## config.mk

```make
export PLATFORM = sky130hd
export DESIGN_NAME = dma_clk_gate_ctrl
export DESIGN_NICKNAME = d
export VERILOG_FILES = /design/src/rtl/dma_clk_gate_ctrl.sv
export SDC_FILE = /design/constraint.sdc
export NUM_CORES = 1
export LEC_CHECK = 0
export ABC_CLOCK_PERIOD_IN_PS = 2400
export CORE_AREA = 2 2 68 70
export CTS_CLUSTER_DIAMETER = 30
export CTS_CLUSTER_SIZE = 25
export DETAILED_ROUTE_END_ITERATION = 10
export DIE_AREA = 0 0 70 72
export PLACE_DENSITY = 0.77
export SETUP_SLACK_MARGIN = 0.15
export SYNTH_ARGS = -nofsm -noshare
export SYNTH_HDL_FRONTEND = slang
export SYNTH_SLANG_ARGS = --single-unit
```

## constraint.sdc

```tcl
create_clock -name i_clk -period 2.4 [get_ports i_clk]
set_clock_uncertainty 0.15 [all_clocks]
set_input_delay 0.48 -clock i_clk [delete_from_list [all_inputs] [get_ports i_clk]]
set_output_delay 0.48 -clock i_clk [all_outputs]
set_load 0.005 [all_outputs]
```

## src/rtl/dma_clk_gate_ctrl.sv

```systemverilog
// Per-channel clock-enable sequencer: wakes a channel's gated clock on request,
// acknowledges once the clock has settled, and gates it off after an idle window.
module dma_clk_gate_ctrl #(
    parameter int NUM_CH   = 4,
    parameter int WAKE_CYC = 2,
    parameter int IDLE_CYC = 16,
    parameter int CNT_W    = 5
) (
    input  logic              i_clk,
    input  logic              i_rst_n,
    input  logic [NUM_CH-1:0] i_req,
    input  logic [NUM_CH-1:0] i_busy,
    input  logic              i_force_on,
    output logic [NUM_CH-1:0] o_gate_en,
    output logic [NUM_CH-1:0] o_ack,
    output logic              o_all_idle
);

    typedef enum logic [1:0] {
        ST_OFF,
        ST_WAKE,
        ST_ON,
        ST_COOL
    } state_t;

    localparam logic [CNT_W-1:0] WAKE_LAST = CNT_W'(WAKE_CYC - 1);
    localparam logic [CNT_W-1:0] IDLE_LAST = CNT_W'(IDLE_CYC - 1);

    state_t            r_state [NUM_CH];
    logic [CNT_W-1:0]  r_cnt   [NUM_CH];

    state_t            w_state_nxt [NUM_CH];
    logic [CNT_W-1:0]  w_cnt_nxt   [NUM_CH];
    logic [NUM_CH-1:0] w_en_nxt;
    logic [NUM_CH-1:0] w_ack_nxt;
    logic [NUM_CH-1:0] w_off_nxt;

    // Counters restart on every state entry, so they only ever count up to a terminal value.
    always_comb begin
        w_en_nxt  = '0;
        w_ack_nxt = '0;
        w_off_nxt = '0;
        for (int i = 0; i < NUM_CH; i++) begin
            w_state_nxt[i] = r_state[i];
            w_cnt_nxt[i]   = r_cnt[i];
            case (r_state[i])
                ST_OFF: begin
                    if (i_req[i]) begin
                        w_state_nxt[i] = ST_WAKE;
                        w_cnt_nxt[i]   = '0;
                    end
                end
                ST_WAKE: begin
                    if (r_cnt[i] == WAKE_LAST) begin
                        w_state_nxt[i] = ST_ON;
                        w_cnt_nxt[i]   = '0;
                    end else begin
                        w_cnt_nxt[i] = r_cnt[i] + 1'b1;
                    end
                end
                ST_ON: begin
                    if (!i_req[i] && !i_busy[i]) begin
                        w_state_nxt[i] = ST_COOL;
                        w_cnt_nxt[i]   = '0;
                    end
                end
                ST_COOL: begin
                    if (i_req[i] || i_busy[i]) begin
                        w_state_nxt[i] = ST_ON;
                        w_cnt_nxt[i]   = '0;
                    end else if (r_cnt[i] == IDLE_LAST) begin
                        w_state_nxt[i] = ST_OFF;
                        w_cnt_nxt[i]   = '0;
                    end else begin
                        w_cnt_nxt[i] = r_cnt[i] + 1'b1;
                    end
                end
                default: begin
                    w_state_nxt[i] = ST_OFF;
                    w_cnt_nxt[i]   = '0;
                end
            endcase
            w_off_nxt[i] = (w_state_nxt[i] == ST_OFF);
            w_en_nxt[i]  = !w_off_nxt[i] || i_force_on;
            w_ack_nxt[i] = (w_state_nxt[i] == ST_ON) || (w_state_nxt[i] == ST_COOL);
        end
    end

    // Outputs are registered from next-state so they line up with the state registers.
    always_ff @(posedge i_clk or negedge i_rst_n) begin
        if (!i_rst_n) begin
            for (int i = 0; i < NUM_CH; i++) begin
                r_state[i] <= ST_OFF;
                r_cnt[i]   <= '0;
            end
            o_gate_en  <= '0;
            o_ack      <= '0;
            o_all_idle <= 1'b1;
        end else begin
            for (int i = 0; i < NUM_CH; i++) begin
                r_state[i] <= w_state_nxt[i];
                r_cnt[i]   <= w_cnt_nxt[i];
            end
            o_gate_en  <= w_en_nxt;
            o_ack      <= w_ack_nxt;
            o_all_idle <= &w_off_nxt;
        end
    end

endmodule

```

==> qor_table.md <==
| Quantity | Value | Unit |
|:---|:---|:---|
| Die outline area | 5040 | um2 |
| Initial Util | 48.6 | % |
| Number of nets produced by synthesis | 225 | - |
| Post-placement setup slack | 0.289 | ns |
| Yosys reg bits | 33 | - |
| First-pass GRT wire length | 6.63 | mm |
| Cells along the critical path | clkdlybuf4s50_1 | - |
| Post-placement cell area | 2260 | um2 |
| Clock buffer count from CTS | 5 | - |
| Share of synthesized area occupied by flip-flops and latches | 39.9 | % |
| Number of cells after detailed placement | 261 | - |
| Launching element type of the critical path | flip-flop | - |
| Number of levels in the clock H-tree | 2 | - |
| Peak Freq | 486 | MHz |
| Routed vias/inst | 5.82 | - |
| Count of endpoints failing hold in the final timing report | 0 | - |
| Final setup violation count | 0 | - |
| Crit Path Max Fanout | 12 | - |
| Non-Filler Cell Area, Final | 2400 | um2 |
| Top delay family on crit path | buffers and inverters | - |
| Leading cell types in the layout, fill and taps excluded | 32 x dfrtp_1, 19 x inv_1, 19 x clkdlybuf4s50_1 | - |
| Critical path buffers and inverters | 1 | - |
| Result of the run | complete, no violations | - |
| Number of warnings issued by yosys | 0 | - |
| Average size of a mapped cell | 10.5 | um2 |
| Largest family of logic cells by synthesized area | simple AND/OR/NAND/NOR gates | - |
| Hold-fix buffers at CTS | 0 | - |
| Netlist area before placement | 2070 | um2 |
| Critical path start-end classification | flip-flop to output port | - |
| Starting DRT DRC Count | 74 | - |
| Layout cells sized above 1 | 12.4 | % |
| Delay contributed by the slowest stage of the critical path | 0.57 | ns |
| Power per cell area | 549 | nW/um2 |
| Final antenna-violating net count | 0 | - |
| Final period utilization | 85.7 | % |
| Antenna Cells | 0 | - |
| Count of TritonRoute iterations in the first routing pass | 5 | - |
| Crit path DAT | 1.43 | ns |
| Crit path required time | 1.77 | ns |
| Most frequent standard cell in the layout excluding fill and tap cells | dfrtp_1 | - |
| R2r setup slk | 0.44 | ns |
| Syn Inst Count | 198 | - |
| Sum of negative setup slack | 0 | ns |
| Setup Buffers After CTS | 0 | - |
| Final standard cell utilization of the core | 56.3 | % |
| Tightest Hold Check Type | flip-flop to flip-flop | - |
| Io pins | 20 | - |
| Number of antenna violations at the first check in global routing | 0 | - |
| GRT overflow | 0 | - |
| Library cell contributing the largest single delay on the critical path | clkdlybuf4s50_1 | - |
| Post-CTS Resized | 0 | - |
| Weighted congestion at the end of routability-driven global placement | 0.826 | - |
| Post-synthesis xor/xnor area fraction | 0 | % |
| Post-synthesis compound-gate area fraction | 19.7 | % |
| Post-synthesis share of cell area spent on full adders, half adders and majority gates | 9.66 | % |
| Number of buffers inserted by port buffering | 19 | - |
| Worst Setup Slack, final | 0.344 | ns |
| Die Y | 72 | um |
| DRC Markers | 0 | - |
| Detailed Place HPWL | 2.77 | mm |
| Unrepaired setup endpoints after global routing | false | - |
| Clock slew at the register clock pins of the worst setup and hold paths | 0.07 | ns |
| Leak pwr | 1.08 | nW |
| Die width | 70 | um |
| TritonCTS clock tree | yes | - |
| Pin count of the biggest net entering global routing | 34 | - |
| Row count | 24 | - |
| Clock latency reported for the late side of the worst-skew pair | 0.29 | ns |
| Net count, final | 243 | - |
| Fraction of synthesized area in multiplexers | 1.99 | % |
| Max-cap violations | 0 | - |
| Average wire per cell in the routed design | 14.1 | um |
| Kind of capture point of the worst setup path | output port | - |
| Via count of the first global-routing pass | 1479 | - |
| Area inside the core boundary | 4260 | um2 |
| CTS max path bufs | 2 | - |
| Total Wirelength | 3.80 | mm |
| Slew of the pin with the lowest slew margin | 0.405 | ns |
| Final count of pins violating max slew | 0 | - |
| Slew headroom | 73.0 | % |
| Number of sinks on the clock net | 33 | - |
| Clock tree root buffer cell | clkbuf_8 | - |
| Max VDD drop | 0.320 | mV |
| Number of library cell types mapped by synthesis | 43 | - |
| Time the final worst path needs with I/O delays and setup | 2.06 | ns |
| All-layer global routing usage | 16.7 | % |
| Non-filler instance count after layout | 269 | - |
| P&R area growth vs syn | 15.7 | % |
| Number of vias after detailed routing | 1565 | - |
| Area fraction in and, or, nand and nor cells after synthesis | 21.8 | % |
logic make-up (layout without fill, tap and decap cells):
group	count (synthesis)	in the layout
buffers and inverters	28	47
AO/OA/AOI/OAI	54	54
AND/OR/NAND/NOR	63	63
flip-flops	33	33
multiplexers	4	4
adder cells (fa/ha/maj)	16	16
through the flow:
step                hold WS (ns)  power, mW
floorplan                 0.0344      0.659
global placement           0.368      0.702
detailed placement         0.373      0.706
CTS                        0.386       1.33
global route               0.424       1.37
finish                     0.386       1.32
report_power, final:
| part | leakage (nW) | switching [mW] | internal (mW) | total [mW] |
|---|---|---|---|---|
| sequential | 0.409 | 0.0166 | 0.566 | 0.583 |
| clock | 0.0681 | 0.209 | 0.412 | 0.621 |
| combinational | 0.605 | 0.0565 | 0.0556 | 0.112 |
synth_stat cells, drive strengths merged:
master / instances / area (um2)
clkbuf: 3 / 31.3
buf: 6 / 40.0
a211oi: 4 / 35.0
nor2: 12 / 45.0
o2bb2ai: 3 / 26.3
dfrtp: 32 / 801
a211o: 3 / 26.3
a21o: 4 / 30.0
nor4b: 4 / 95.1
o22ai: 7 / 50.1
a22o: 4 / 36.3
inv: 19 / 71.3
and3: 3 / 18.8
o21ai: 6 / 30.0
and4b: 3 / 30.0
and4: 1 / 8.76
a41oi: 3 / 26.3
nand3b: 2 / 15.0
nand4bb: 1 / 11.3
or3: 4 / 25.0
a31o: 3 / 26.3
a2bb2oi: 3 / 45.0
o22a: 1 / 8.76
nand2: 5 / 18.8
mux2i: 3 / 30.0
ha: 16 / 200
dfstp: 1 / 26.3
nand2b: 8 / 50.1
o31ai: 1 / 7.51
nor2b: 4 / 25.0
nor3: 3 / 15.0
a21oi: 11 / 55.1
a31oi: 1 / 6.26
nand3: 7 / 35.0
nor3b: 6 / 60.1
mux2: 1 / 11.3
registers in the layout, indices dropped and copies added, names as in the netlist:
signal	cells
o_all_idle	1
r_cnt	20
o_gate_en	4
r_state	5
o_ack	3
final cells by class:
class | instances | area, um2
fillers | 388 | 1870
multi-input cells | 137 | 1100
flip-flops and latches | 33 | 827
repair buffers | 20 | 198
inverters | 19 | 71.3
clock buffers | 5 | 68.8
clock inverters | 3 | 65.1
well taps | 52 | 65.1
path summary, 6_finish.rpt:
kind / start / end / depth (start not counted)
max in group asynchronous: i_rst_n / o_all_idle / 2
max: o_ack[2] / o_ack[2] / 1
min in group asynchronous: i_rst_n / r_cnt[10] / 2
min: r_cnt[0] / r_cnt[0] / 1
max reg2reg: r_cnt[15] / r_cnt[17] / 8
min reg2reg: r_cnt[0] / r_cnt[0] / 1
routing by layer:
metal  part of all wire, %  wire [um]  track usage (%)
met2                    49       1860             28.6
met3                   4.7        177             3.89
met5                     0          0                0
met4                   1.9         74             7.05
met1                    44       1690             20.4
(Power assumes the default switching activity.)
